<file path="src/rtl/fp16_sum_normalize_if.sv">
// fp16_sum_normalize_if: handshake and data bundle for the FP16 normalize-and-round stage.
// master = upstream producer / downstream consumer side, slave = the normalize stage.
interface fp16_sum_normalize_if;
   logic        IN_VALID;
   logic        IN_READY;
   logic        EXC;
   logic [15:0] EXC_Q;
   logic        SIGN_R;
   logic [4:0]  EXP_R;
   logic [14:0] RAW_MANT;
   logic        OUT_VALID;
   logic        OUT_READY;
   logic [15:0] Q;
   logic        EXC_OUT;

   modport master (
      output IN_VALID, EXC, EXC_Q, SIGN_R, EXP_R, RAW_MANT, OUT_READY,
      input  IN_READY, OUT_VALID, Q, EXC_OUT
   );

   modport slave (
      input  IN_VALID, EXC, EXC_Q, SIGN_R, EXP_R, RAW_MANT, OUT_READY,
      output IN_READY, OUT_VALID, Q, EXC_OUT
   );
endinterface

</file>
<file path="src/rtl/fp16_sum_normalize.sv">
// fp16_sum_normalize: normalizes the raw aligned magnitude sum of the FP16 adder,
// rounds it to nearest-even and returns the binary16 result over valid/ready.
// Exceptions from the upstream stage bypass the datapath.
// Optional macro FP16_NORM_FAST_SHIFT_EN: single-cycle leading-zero shifter instead of
// the default one-bit-per-cycle shifter (identical results, shorter latency).
module fp16_sum_normalize (
   input  logic                   clk,
   input  logic                   rst_n,
   fp16_sum_normalize_if.slave    bus
);

   typedef enum logic [1:0] {
      IDLE  = 2'd0,
      SHIFT = 2'd1,
      ROUND = 2'd2,
      DONE  = 2'd3
   } state_t;

   state_t      state_r;
   state_t      state_nxt_s;
   logic [14:0] m_r;
   logic [14:0] m_nxt_s;
   logic [5:0]  e_r;
   logic [5:0]  e_nxt_s;
   logic        sign_hold_r;
   logic        sign_nxt_s;
   logic [15:0] q_r;
   logic [15:0] q_nxt_s;
   logic        exc_out_r;
   logic        exc_out_nxt_s;
   logic        out_valid_r;

   // A biased exponent of 0 (subnormal operand) has the same scale as exponent 1.
   logic [5:0]  exp_in_s;
   assign exp_in_s = (bus.EXP_R == 5'd0) ? 6'd1 : {1'b0, bus.EXP_R};

   // Round-to-nearest-even on the normalized working mantissa.
   logic        inc_s;
   logic [11:0] sum_s;
   logic        ovf_s;
   logic [10:0] sig_s;
   logic [5:0]  e_fin_s;
   logic        subn_s;
   logic [4:0]  exp_field_s;
   logic [15:0] round_q_s;

   assign inc_s       = m_r[2] & (m_r[1] | m_r[0] | m_r[3]);
   assign sum_s       = {1'b0, m_r[13:3]} + {11'd0, inc_s};
   assign ovf_s       = sum_s[11];
   assign sig_s       = ovf_s ? sum_s[11:1] : sum_s[10:0];
   assign e_fin_s     = e_r + {5'd0, ovf_s};
   // Hidden bit still clear after SHIFT means the exponent bottomed out at 1.
   assign subn_s      = ~m_r[13];
   // A subnormal that rounds up into the hidden bit becomes the smallest normal.
   assign exp_field_s = subn_s ? {4'd0, sig_s[10]} : e_fin_s[4:0];
   assign round_q_s   = (!subn_s && (e_fin_s >= 6'd31)) ? {sign_hold_r, 5'h1F, 10'h000}
                                                        : {sign_hold_r, exp_field_s, sig_s[9:0]};

`ifdef FP16_NORM_FAST_SHIFT_EN
   // Leading-zero count over the 14 bits below the carry position.
   function automatic logic [3:0] lzc14(input logic [13:0] v);
      logic [3:0] n;
      logic       found;
      n     = 4'd14;
      found = 1'b0;
      for (int i = 13; i >= 0; i--) begin
         if (!found && v[i]) begin
            n     = 4'(13 - i);
            found = 1'b1;
         end
      end
      return n;
   endfunction

   logic [5:0] lzc_s;
   logic [5:0] emax_s;
   logic [5:0] k_s;
   assign lzc_s  = {2'b00, lzc14(m_r[13:0])};
   assign emax_s = e_r - 6'd1;
   assign k_s    = (lzc_s > emax_s) ? emax_s : lzc_s;
`endif

   assign bus.IN_READY  = (state_r == IDLE);
   assign bus.OUT_VALID = out_valid_r;
   assign bus.Q         = q_r;
   assign bus.EXC_OUT   = exc_out_r;

   // Next-state and datapath update for the normalize/round sequencer.
   always_comb begin
      state_nxt_s   = state_r;
      m_nxt_s       = m_r;
      e_nxt_s       = e_r;
      sign_nxt_s    = sign_hold_r;
      q_nxt_s       = q_r;
      exc_out_nxt_s = exc_out_r;
      case (state_r)
         IDLE: begin
            if (bus.IN_VALID) begin
               sign_nxt_s    = bus.SIGN_R;
               exc_out_nxt_s = bus.EXC;
               m_nxt_s       = bus.RAW_MANT;
               e_nxt_s       = exp_in_s;
               if (bus.EXC) begin
                  q_nxt_s     = bus.EXC_Q;
                  state_nxt_s = DONE;
               end else if (bus.RAW_MANT == 15'd0) begin
                  q_nxt_s     = 16'h0000;
                  state_nxt_s = DONE;
               end else if (bus.RAW_MANT[14]) begin
                  m_nxt_s     = {1'b0, bus.RAW_MANT[14:2], bus.RAW_MANT[1] | bus.RAW_MANT[0]};
                  e_nxt_s     = exp_in_s + 6'd1;
                  state_nxt_s = ROUND;
               end else begin
                  state_nxt_s = SHIFT;
               end
            end else begin
               state_nxt_s = IDLE;
            end
         end
         SHIFT: begin
`ifdef FP16_NORM_FAST_SHIFT_EN
            m_nxt_s     = m_r << k_s;
            e_nxt_s     = e_r - k_s;
            state_nxt_s = ROUND;
`else
            if (m_r[13] || (e_r == 6'd1)) begin
               state_nxt_s = ROUND;
            end else begin
               m_nxt_s = m_r << 1'b1;
               e_nxt_s = e_r - 6'd1;
               // Leave as soon as the shifted value is normalized or the exponent floor is hit.
               if (m_r[12] || (e_r == 6'd2)) begin
                  state_nxt_s = ROUND;
               end else begin
                  state_nxt_s = SHIFT;
               end
            end
`endif
         end
         ROUND: begin
            q_nxt_s     = round_q_s;
            e_nxt_s     = e_fin_s;
            state_nxt_s = DONE;
         end
         DONE: begin
            if (bus.OUT_READY) begin
               state_nxt_s = IDLE;
            end else begin
               state_nxt_s = DONE;
            end
         end
         default: begin
            state_nxt_s = IDLE;
         end
      endcase
   end

   // State register; reset discards any in-flight bundle.
   always_ff @(posedge clk or negedge rst_n) begin
      if (!rst_n) begin
         state_r <= IDLE;
      end else begin
         state_r <= state_nxt_s;
      end
   end

   // Working mantissa/exponent and registered outputs.
   always_ff @(posedge clk or negedge rst_n) begin
      if (!rst_n) begin
         m_r         <= 15'd0;
         e_r         <= 6'd0;
         sign_hold_r <= 1'b0;
         q_r         <= 16'h0000;
         exc_out_r   <= 1'b0;
         out_valid_r <= 1'b0;
      end else begin
         m_r         <= m_nxt_s;
         e_r         <= e_nxt_s;
         sign_hold_r <= sign_nxt_s;
         q_r         <= q_nxt_s;
         exc_out_r   <= exc_out_nxt_s;
         out_valid_r <= (state_nxt_s == DONE);
      end
   end

endmodule

</file>
<file path="src/flat_wrapper.sv">
// flat-port wrapper written by rule: the top's interface ports become plain ports
module fp16_sum_normalize_flat 
  (clk, rst_n, bus_IN_VALID, bus_EXC, bus_EXC_Q, bus_SIGN_R, bus_EXP_R, bus_RAW_MANT, bus_OUT_READY, bus_IN_READY, bus_OUT_VALID, bus_Q, bus_EXC_OUT);
  fp16_sum_normalize_if bus_i ();
  input  logic clk;
  input  logic rst_n;
  input wire logic [$bits(bus_i.IN_VALID)-1:0] bus_IN_VALID;
  input wire logic [$bits(bus_i.EXC)-1:0] bus_EXC;
  input wire logic [$bits(bus_i.EXC_Q)-1:0] bus_EXC_Q;
  input wire logic [$bits(bus_i.SIGN_R)-1:0] bus_SIGN_R;
  input wire logic [$bits(bus_i.EXP_R)-1:0] bus_EXP_R;
  input wire logic [$bits(bus_i.RAW_MANT)-1:0] bus_RAW_MANT;
  input wire logic [$bits(bus_i.OUT_READY)-1:0] bus_OUT_READY;
  output wire logic [$bits(bus_i.IN_READY)-1:0] bus_IN_READY;
  output wire logic [$bits(bus_i.OUT_VALID)-1:0] bus_OUT_VALID;
  output wire logic [$bits(bus_i.Q)-1:0] bus_Q;
  output wire logic [$bits(bus_i.EXC_OUT)-1:0] bus_EXC_OUT;
  assign bus_i.IN_VALID = bus_IN_VALID;
  assign bus_i.EXC = bus_EXC;
  assign bus_i.EXC_Q = bus_EXC_Q;
  assign bus_i.SIGN_R = bus_SIGN_R;
  assign bus_i.EXP_R = bus_EXP_R;
  assign bus_i.RAW_MANT = bus_RAW_MANT;
  assign bus_i.OUT_READY = bus_OUT_READY;
  assign bus_IN_READY = bus_i.IN_READY;
  assign bus_OUT_VALID = bus_i.OUT_VALID;
  assign bus_Q = bus_i.Q;
  assign bus_EXC_OUT = bus_i.EXC_OUT;
  fp16_sum_normalize u_core (.clk(clk), .rst_n(rst_n), .bus(bus_i));
endmodule
</file>
<file path="config.mk">
export PLATFORM = sky130hd
export DESIGN_NAME = fp16_sum_normalize_flat
export DESIGN_NICKNAME = d
export VERILOG_FILES = /design/src/rtl/fp16_sum_normalize_if.sv /design/src/rtl/fp16_sum_normalize.sv /design/src/flat_wrapper.sv
export SDC_FILE = /design/constraint.sdc
export NUM_CORES = 1
export LEC_CHECK = 0
export BUFFER_PORTS_ARGS = -buffer_cell sky130_fd_sc_hd__buf_2
export CAP_MARGIN = 15
export CORE_UTILIZATION = 40
export CTS_BUF_LIST = sky130_fd_sc_hd__clkbuf_4 sky130_fd_sc_hd__clkbuf_8
export DETAILED_ROUTE_END_ITERATION = 7
export PLACE_DENSITY = 0.63
export SYNTH_ARGS = -nofsm -noshare
export SYNTH_HDL_FRONTEND = slang
export SYNTH_SLANG_ARGS = --single-unit
</file>
<file path="constraint.sdc">
create_clock -name clk -period 3.1 [get_ports clk]
set_clock_uncertainty 0.2 [all_clocks]
set_input_delay 0.93 -clock clk [delete_from_list [all_inputs] [get_ports clk]]
set_output_delay 0.93 -clock clk [all_outputs]
set_load 0.03 [all_outputs]
</file>
# After elaboration in Yosys (flattened, before gate mapping)

Cells that the tools add are included.

Add/sub/neg operators: 4
$lt $le $gt $ge: 1
Equal/unequal tests: 9
Muxes and demuxes: 28
Bitwise operators: 4
Reduce and logical (&&, ||, !) cells: 13

Operator list:

| kind                  | count |
|---|---|
| $mux W14              | 5 |
| $mux W16              | 3 |
| $pmux W16 S2          | 1 |
| $mux W6               | 5 |
| $pmux W14 S2          | 1 |
| $pmux W6 S3           | 1 |
| $logic_not A15 Y1     | 1 |
| $mux W15              | 1 |
| $mux W2               | 7 |
| $add A11 B1 Y12       | 1 |
| $mux W11              | 1 |
| $mux W5               | 2 |
| $reduce_and A3 Y1     | 3 |
| $pmux W2 S4           | 1 |
| $add A6 B1 Y6         | 1 |
| $add A6 B1 Y6 const B | 1 |
| $eq A2 B2 Y1 const B  | 3 |
| $eq A6 B1 Y1 const B  | 1 |
| $eq A6 B2 Y1 const B  | 1 |
| $ge A6 B5 Y1 const B  | 1 |
| $sub A6 B1 Y6 const B | 1 |
| $logic_not A5 Y1      | 1 |
| $ne A2 B2 Y1 const B  | 2 |
| $reduce_bool A2 Y1    | 2 |
| 9 further kinds       | 12 |

Register bits after elaboration: 41
Bits of input ports: 42
Output and inout port bits: 19
Word-level logic and storage cells: 66

# Longest topological paths before layout

Gate-level depths: netlist of run 1.

Word-level depth: 9
Depth in mapped cells: 11

# Least setup slack after synthesis of run 1

Ideal clock, no wire load.

Path kind: reg2reg
Start: register u_core.m_r[7]
End: register u_core.q_r[4] (netlist: u_core.bus.Q[4])
Arrival time: 2449 ps
Data required time: 2776 ps
Slack: 327 ps
Stages on the path, launching flop included: 11
Period minus slack after synthesis: 2773 ps
Cells stage by stage: dfrtp_1 -> nand4_4 -> nor4_4 -> ha_1 -> ha_1 -> xor2_2 -> a31oi_1 -> o32a_1 -> buf_6 -> a32oi_1 -> a21oi_1

Longest elaborated chain between the ends: 6
Elaborated cells between the ends (all ways): 7
Classes of those cells: add/sub: 2; order compare: 1; mux: 3; reduce/logical: 1

RTL lines:

| element                  | line                      | source |
|---|---|---|
| start: declaration       | fp16_sum_normalize.sv:21  | `logic [14:0] m_r;` |
| start signal: assignment | fp16_sum_normalize.sv:177 | `m_r <= m_nxt_s;` |
| $add A11 B1 Y12 *        | fp16_sum_normalize.sv:48  | `assign sum_s = {1'b0, m_r[13:3]} + {11'd0, inc_s};` |
| $add A6 B1 Y6            | fp16_sum_normalize.sv:51  | `assign e_fin_s = e_r + {5'd0, ovf_s};` |
| $ge A6 B5 Y1             | fp16_sum_normalize.sv:56  | `assign round_q_s = (!subn_s && (e_fin_s >= 6'd31)) ? {sign_hold_r, 5'h1F, 10'h000}` |
| $logic_and A1 B1 Y1      | fp16_sum_normalize.sv:56  |  |
| $mux W15 *               | fp16_sum_normalize.sv:56  |  |
| $pmux W16 S2 *           | fp16_sum_normalize.sv:96  | `case (state_r)` |
| end signal: assignment   | fp16_sum_normalize.sv:180 | `q_r <= q_nxt_s;` |
| end: declaration         | fp16_sum_normalize.sv:27  | `logic [15:0] q_r;` |

Mark *: on every way between the ends. The rest lies on a longest branch, timed or not.
A chain may end at the register's enable or synchronous reset.

# Worst setup path after layout of run 1

Start: register u_core.m_r[5]
End: register u_core.q_r[3] (netlist: u_core.bus.Q[3])

Same word-level chain as after synthesis.

==> results of run 1 <==
==> synthesized netlist by cell type, types with 4 or more instances <==
master	n
inv_1	13
a21oi_1	29
nor3_1	10
nor2_1	27
xor2_1	6
xnor2_1	9
buf_4	4
a31oi_1	14
a32oi_1	8
nand2_1	54
a221o_1	11
dfrtp_1	41
o21ai_0	10
buf_2	5
ha_1	11
clkbuf_1	10
o31ai_1	4
buf_6	4
nand3_1	8
==> cell type report <==
class | count | area share [%]
multi-input cells | 258 | 49.6
flip-flops and latches | 41 | 30.5
repair buffers | 71 | 11.3
well taps | 96 | 3.55
clock buffers | 6 | 2.44
inverters | 13 | 1.44
clock inverters | 2 | 1.11
==> worst max-delay path, cell delays in order (launching register included) <==
cell     delay [ps]
dfrtp_2         470
nand4_4         150
nor4_4          300
ha_1            250
ha_1            230
xor2_2          210
a31oi_1         140
o32a_2          490
a32oi_1         230
a21oi_1          90
==> what timing repair did <==
item,in CTS,in global routing
hold endpoints to repair,0,0
resized for setup,0,5
setup endpoints to repair,0,6
==> kinds of logic after synthesis <==
| group | synth area share [%] |
|---|---|
| adder cells (fa/ha/maj) | 4.75 |
| AND/OR/NAND/NOR | 22.2 |
| flip-flops | 35.4 |
| XOR/XNOR | 5.10 |
| AO/OA/AOI/OAI | 23.7 |
| buffers and inverters | 6.91 |
| multiplexers | 2.03 |
==> routing by layer <==
metal | vias up | global-route usage [%]
met1 | 1253 | 30.2
met4 | 0 | 5.81
met3 | 5 | 3.60
met2 | 82 | 31.6
met5 | - | 0
li1 | 1329 | -
==> how the worst min path moves through the flow <==
stage                                                 to  slack (ps)                            from
after floorplan                u_core.m_r[0]$_DFFE_PN0P_         270       u_core.m_r[0]$_DFFE_PN0P_
after global placement    u_core.bus.EXC_OUT$_DFFE_PN0P_         290  u_core.bus.EXC_OUT$_DFFE_PN0P_
after detailed placement  u_core.bus.EXC_OUT$_DFFE_PN0P_         300  u_core.bus.EXC_OUT$_DFFE_PN0P_
after CTS                 u_core.sign_hold_r$_DFFE_PN0P_         320  u_core.sign_hold_r$_DFFE_PN0P_
after global routing           u_core.m_r[0]$_DFFE_PN0P_         330       u_core.m_r[0]$_DFFE_PN0P_
final                     u_core.sign_hold_r$_DFFE_PN0P_         320  u_core.sign_hold_r$_DFFE_PN0P_
==> registers in the layout, summed over array words and instances, names as in the netlist <==
register,cells
u_core.sign_hold_r,1
u_core.bus.OUT_VALID,1
u_core.bus.EXC_OUT,1
u_core.state_r,2
u_core.bus.Q,16
u_core.e_r,6
u_core.m_r,14
==> power by group through the flow <==
| stage | registers [mW] | clock network (mW) | logic, mW |
|---|---|---|---|
| floorplan | 1.21 | 0 | 1.33 |
| global placement | 1.05 | 0 | 1.86 |
| detailed placement | 1.07 | 0 | 1.88 |
| CTS | 1.06 | 0.478 | 1.88 |
| global route | 1.10 | 0.502 | 2.10 |
| finish | 1.06 | 0.468 | 1.89 |
==> metrics.cfg, run 1 <==
[status]
status=complete, no violations

[timing]
hold_slack_ps=322
fmax_mhz=347
min_period_ps=2880
finalCritPeriodShare_pct=93.0
rsz0062_at_grt=no
max_slew.worst_pin.slew_ps=614
fin_tns_setup_ps=0
finalSetupViolCount=0
finalHoldViolCount=0
fin_ws_ps=218
slew_headroom_pct=59.1
slew_violations=0

[drt]
met3_length_um=381
detail-route-antenna-nets=0
drt_drc_violations_left=0
routed_wl_mm=7.34
met1Wirelength_mm=3.79
num_vias=2669
drt_first_pass_iters=4
drt_iter0_markers=156
viasPerCell=5.48
wl_met2_mm=3.08
highest_layer=met4
wl_per_cell_um=15.1

[setup_path]
cp_data_arrival_time_ps=2860
ff2ff_path_depth=9
rr_endpoint=u_core.bus.Q[3]$_DFFE_PN0P_
worstSetupEndpoint=u_core.bus.Q[3]$_DFFE_PN0P_
cp-startpoint=u_core.m_r[5]$_DFFE_PN0P_
r2r_start=u_core.m_r[5]$_DFFE_PN0P_
crit_type=reg -> reg
r2r_slack_ps=220
worstPathRequired_ps=3080
end_kind=flip-flop
startpoint_type=flip-flop
cp_max_fo=10

[finish]
layout_common_cells=buf_2, nand2_1, dfrtp_1, a21oi_1, nor2_1
multi_input_area_sq_mm=0.00168
final_cell_area_sq_mm=0.00338
final_cells=487
diodes=0
drive_gt1_share_pct=25.1
area_growth_pct=16.6
layout_commonest_cell=buf_2
regArea_sq_mm=0.00103
n_fill_cell=718
nNetsFinal=443
fin_util_pct=48.9

[clocking]
cts_tree=yes
clk_pin_slew_worst_paths_ps=90
hold_buffers=0
cts_buffers=5
clock_latency_ps=300
cts.sinks=41
postCtsSetupBuffers=0
htreeDepth=2
clock-root-buffer=clkbuf_8
cts_max_path_buffers=2

[place]
dp_cells=478
dpl.hpwl_mm=5.50
numPortBuffers=60
place_area_sq_mm=0.00325
dp_slack_ps=124
gp_congestion=0.868

[min_path]
hp-class=reg -> reg
min_path_cells=1

[power_and_ir_drop]
p_sw_share_pct=48.3
power_density_mw_per_mm2=1010
internal_power_mw=1.77
p_sw_mw=1.65
combPwrFrac_pct=55.2
p_clk_share_pct=13.7
max-vdd-ir-drop_mv=0.602
power_mw=3.42
p_leak_nw=1.48
sequentialPowerShare_pct=31.1

[synth]
synthArstFlopShare_pct=100
syn_nets=389
synthesis.area_sq_mm=0.00290
synth_top_area_cell=dfrtp_1
synthCells=336
ys_seq_area_share_pct=35.4
ys_types=57
synth_seq_cells=41
synthFlopType=dfrtp_1
synth_area_leaders=dfrtp_1, nand2_1, a21oi_1
synth_edf_count=0
synth_top_area_share_pct=35.4
yosysWarnings=0
syn_area_per_cell_sq_um=8.62

[grt]
grtUsageTotal_pct=20.8
overflow=0
antenna_found_initial=0
grt_pass1_wl_mm=12.2
grt_pass1_vias=2481
grt_max_degree=33

[die]
die-area_sq_mm=0.00759
die_h_um=87.1
initial_core_util_pct=42.0
pin_count=61
core-area_sq_mm=0.00691
rows=30
die_w_um=87.1

[flow_run]
drv_cap=0

(Power assumes the default switching activity.)
==> run 2: changes to the inputs <==
Settings changed: REMOVE_ABC_BUFFERS set to 1.
==> run 2 against run 1 <==
Net effect: global-route usage shrank 0.64 points; setup slack lost 42 ps; via count shrank 0.79%; die area is the same; clock power shrank 23%; utilization shrank 0.65 points; non-clock buffer count shrank 2; critical endpoint is now u_core.bus.Q[0]$_DFFE_PN0P_; largest cell class unchanged; largest power group unchanged.
==> metrics.cfg, run 2 (synthesis results as in run 1) <==
[status]
status=complete, no violations

[place]
place_area_sq_mm=0.00324
dpl.hpwl_mm=5.35
numPortBuffers=60
gp_congestion=0.839

[grt]
grt_max_degree=33
overflow=0
grtUsageTotal_pct=20.1
grt_pass1_wl_mm=11.9
antenna_found_initial=0
grt_pass1_vias=2483

[timing]
fin_tns_setup_ps=0
rsz0062_at_grt=no
finalCritPeriodShare_pct=94.3
max_slew.worst_pin.slew_ps=502
finalSetupViolCount=0
slew_headroom_pct=66.1
fmax_mhz=342
finalHoldViolCount=0
slew_violations=0
min_period_ps=2920

[drt]
num_vias=2648
wl_per_cell_um=14.6
detail-route-antenna-nets=0
routed_wl_mm=7.06
drt_first_pass_iters=4
drt_drc_violations_left=0
viasPerCell=5.47
drt_iter0_markers=141

[setup_path]
rr_endpoint=u_core.bus.Q[0]$_DFFE_PN0P_
critPathTopFamily=compound AO/OA/AOI/OAI gates
crit_type=reg -> reg
startpoint_type=flip-flop
cpPeakStageDelay_ps=500
r2r_start=u_core.m_r[10]$_DFFE_PN0P_
path_cells=nand3_1 > nor4_4 > ha_1 > ha_1 > xor2_2 > a31oi_1 > o32a_2 > a32oi_1 > a21oi_1
cp_slowest_cell=o32a_2
r2r_slack_ps=180
end_kind=flip-flop
cp_max_fo=10
cp_data_arrival_time_ps=2890
worstPathRequired_ps=3060
cp_common_cell=ha_1
crit_buf_inv=0
ff2ff_path_depth=9

[clocking]
cts_buffers=5
postCtsSetupBuffers=0
cts.sinks=41
cts_max_path_buffers=2
htreeDepth=2
clock-root-buffer=clkbuf_8
cts_resized=0
clk_pin_slew_worst_paths_ps=70
hold_buffers=0
clock_latency_ps=290
cts_tree=yes

[die]
initial_core_util_pct=42.0
pin_count=61
die-area_sq_mm=0.00759
die_h_um=87.1
die_w_um=87.1
core-area_sq_mm=0.00691
rows=30

[finish]
n_fill_cell=723
nNetsFinal=441
layout_commonest_cell=buf_2
drive_gt1_share_pct=25.0
area_growth_pct=15.1
largest_reg_flops=16
final_cell_area_sq_mm=0.00333
layout_common_cells=buf_2, nand2_1, dfrtp_1, a21oi_1, nor2_1
diodes=0

[min_path]
hp-class=reg -> reg
min_from=u_core.bus.EXC_OUT$_DFFE_PN0P_
hold-path-endpoint=u_core.bus.EXC_OUT$_DFFE_PN0P_
min_path_cells=1

[flow_run]
drv_cap=0

[power_and_ir_drop]
p_leak_nw=1.46
power_density_mw_per_mm2=989
max-vdd-ir-drop_mv=0.525

-- run 2: cell types whose count changed in the layout (fill, tap and decap cells not counted) --
cell        before  now
buf_4           10    8
buf_2           60   61
dfrtp_1         37   35
bufinv_16        1    0
clkinvlp_4       1    0
dfrtp_2          4    6
-- run 2: worst reg2reg max path, stage by stage (launching register included) --
cell and delay (ps):
dfrtp_1 450, nand3_1 240, nor4_4 240, ha_1 260, ha_1 240, xor2_2 210, a31oi_1 130, o32a_2 500
a32oi_1 240, a21oi_1 90
-- run 2: metal layers --
layer,routed length (um),vias up,part of all wire (%),GRT usage [%]
met5,0,-,0,0
met4,98,0,1.4,5.07
met3,340,8,4.8,3.98
met2,3220,64,46,32.3
met1,3400,1247,48,27.9
li1,-,1329,-,-
-- run 2: final cells by class --
| cell class | count | area [sq um] | share of cell area [%] |
|---|---|---|---|
| inverters | 13 | 48.8 | 1.46 |
| multi-input cells | 258 | 1680 | 50.3 |
| well taps | 96 | 120 | 3.60 |
| flip-flops and latches | 41 | 1030 | 31.0 |
| clock buffers | 7 | 90.1 | 2.70 |
| repair buffers | 69 | 365 | 11.0 |
-- run 2: worst max-delay path by stage --
stage / endpoint / cells after the start / slack [ps] / start
6_report: u_core.bus.Q[0]$_DFFE_PN0P_ / 9 / 180 / u_core.m_r[10]$_DFFE_PN0P_
3_5_place_dp: u_core.bus.Q[0]$_DFFE_PN0P_ / 9 / 140 / u_core.m_r[5]$_DFFE_PN0P_
2_1_floorplan: u_core.bus.Q[5]$_DFFE_PN0P_ / 4 / 20 / bus_RAW_MANT[8]
3_3_place_gp: u_core.bus.Q[4]$_DFFE_PN0P_ / 9 / 240 / u_core.m_r[5]$_DFFE_PN0P_
4_1_cts: u_core.bus.Q[1]$_DFFE_PN0P_ / 9 / 110 / u_core.m_r[5]$_DFFE_PN0P_
5_1_grt: u_core.bus.Q[1]$_DFFE_PN0P_ / 9 / 10 / u_core.m_r[10]$_DFFE_PN0P_
-- run 2: report_power, final --
group	internal, mW	switching, mW
clock network	0.186	0.176
registers	0.797	0.268
logic	0.707	1.17
-- run 2: per-stage QoR --
stage / total power, mW / hold WS [ps] / util [%] / setup slack [ps] / instances
2_1_floorplan: 2.40 / 274 / - / 16.8 / 312
3_3_place_gp: 2.91 / 290 / 46.8 / 240 / 476
3_5_place_dp: 2.94 / 293 / 46.8 / 138 / 477
4_1_cts: 3.32 / 317 / 48.2 / 108 / 484
5_1_grt: 3.61 / 334 / 48.3 / 10.4 / 484
6_report: 3.30 / 311 / 48.3 / 176 / 484
==> run 3: changes to the inputs <==
Settings changed: CORE_UTILIZATION 40 to 55, PLACE_DENSITY 0.63 to 0.81.
==> run 3 against run 2 <==
Net effect: count of clock-buffer cells in the layout fell by 1; sequential share of layout area rose by 0.45 points; cell count is 5.6% lower; via count grew 0.83%; largest cell class unchanged.
==> metrics.cfg, run 3 (synthesis results as in run 1) <==
[setup_path]
worstSetupEndpoint=u_core.bus.Q[3]$_DFFE_PN0P_
crit_type=reg -> reg
rr_endpoint=u_core.bus.Q[3]$_DFFE_PN0P_
worstPathRequired_ps=3070
ff2ff_path_depth=9
cp_data_arrival_time_ps=2910
cp_max_fo=10
cp-startpoint=u_core.m_r[3]$_DFFE_PN0P_
startpoint_type=flip-flop
end_kind=flip-flop
r2r_start=u_core.m_r[3]$_DFFE_PN0P_
r2r_slack_ps=160

[drt]
num_vias=2670
wl_per_cell_um=14.7
drt_iter0_markers=165
routed_wl_mm=6.72
drt_drc_violations_left=0
drt_first_pass_iters=4
viasPerCell=5.84
detail-route-antenna-nets=0

[clocking]
cts_tree=yes
clock-root-buffer=clkbuf_8
clock_latency_ps=290
clk_pin_slew_worst_paths_ps=80
cts_max_path_buffers=2
htreeDepth=2
postCtsSetupBuffers=0
cts.sinks=41
cts_buffers=5

[finish]
nNetsFinal=439
final_cell_area_sq_mm=0.00328
area_growth_pct=13.3
diodes=0
drive_gt1_share_pct=24.3
layout_common_cells=buf_2, nand2_1, dfrtp_1, a21oi_1, nor2_1
largest_reg_flops=16
layout_commonest_cell=buf_2
n_fill_cell=447

[timing]
rsz0062_at_grt=no
hold_slack_ps=314
min_period_ps=2940
finalHoldViolCount=0
max_slew.worst_pin.slew_ps=892
fmax_mhz=340
fin_tns_setup_ps=0
finalSetupViolCount=0
slew_headroom_pct=40.5
finalCritPeriodShare_pct=94.8
slew_violations=0

[power_and_ir_drop]
p_leak_nw=1.45
power_mw=3.29
power_density_mw_per_mm2=1000
max-vdd-ir-drop_mv=0.608

[die]
die-area_sq_mm=0.00556
rows=26
initial_core_util_pct=57.1
die_h_um=74.6
pin_count=61
core-area_sq_mm=0.00507
die_w_um=74.6

[place]
numPortBuffers=60
gp_congestion=0.905
dpl.hpwl_mm=4.91
place_area_sq_mm=0.00318

[status]
status=complete, no violations

[grt]
grt_max_degree=42
grtUsageTotal_pct=25.0
overflow=0
antenna_found_initial=0
grt_pass1_wl_mm=10.7
grt_pass1_vias=2383

[min_path]
hp-class=reg -> reg

[flow_run]
drv_cap=0

[run 3: worst min-delay path by stage]
| stage | startpoint | to | slack, ps | cells after the start |
|---|---|---|---|---|
| final | u_core.bus.EXC_OUT$_DFFE_PN0P_ | u_core.bus.EXC_OUT$_DFFE_PN0P_ | 310 | 1 |
| after global routing | u_core.sign_hold_r$_DFFE_PN0P_ | u_core.sign_hold_r$_DFFE_PN0P_ | 330 | 1 |
| after CTS | u_core.bus.EXC_OUT$_DFFE_PN0P_ | u_core.bus.EXC_OUT$_DFFE_PN0P_ | 310 | 1 |
| after detailed placement | u_core.bus.EXC_OUT$_DFFE_PN0P_ | u_core.bus.EXC_OUT$_DFFE_PN0P_ | 290 | 1 |
| after global placement | u_core.bus.EXC_OUT$_DFFE_PN0P_ | u_core.bus.EXC_OUT$_DFFE_PN0P_ | 290 | 1 |
| after floorplan | u_core.m_r[0]$_DFFE_PN0P_ | u_core.m_r[0]$_DFFE_PN0P_ | 270 | 2 |
[run 3: area by class of cell]
| cell class | instances | area [sq um] | share of cell area [%] |
|---|---|---|---|
| Clock inverter | 2 | 10.0 | 0.305 |
| Clock buffer | 6 | 76.3 | 2.32 |
| Tap cell | 70 | 87.6 | 2.67 |
| Inverter | 13 | 48.8 | 1.49 |
| Multi-Input combinational cell | 258 | 1680 | 51.0 |
| Timing Repair Buffer | 67 | 353 | 10.7 |
| Sequential cell | 41 | 1030 | 31.4 |
[run 3: routing by layer]
layer  GRT usage, %  wire length [um]  up-vias
met5              0                 0        -
met4           6.71                53        0
met3           5.15               385        6
met2           40.5              3210       84
met1           33.9              3080     1259
li1               -                 -     1321
[run 3: report_power, final]
group | switching, mW | internal, mW
clock | 0.183 | 0.165
sequential | 0.268 | 0.796
combinational | 1.17 | 0.708
[run 3: timing repair]
action                                  4_1_cts  5_1_grt
hold buffers                                  0        0
gates resized for setup                       0        5
endpoints found under the setup margin        0        2
[run 3: through the flow]
step	util (%)	worst slack, ps	cells
2_1_floorplan	-	16.8	312
3_3_place_gp	62.6	267	447
3_5_place_dp	62.6	186	447
4_1_cts	64.3	146	455
5_1_grt	64.7	2.02	457
6_report	64.7	162	457
[run 3: worst max-delay path, stage by stage, from the launching register on]
cell	delay [ps]
dfrtp_1	470
nand3_4	150
nor4_4	330
ha_1	260
ha_1	230
xor2_2	200
a31oi_1	140
o32a_1	500
a32oi_1	250
a21oi_1	90
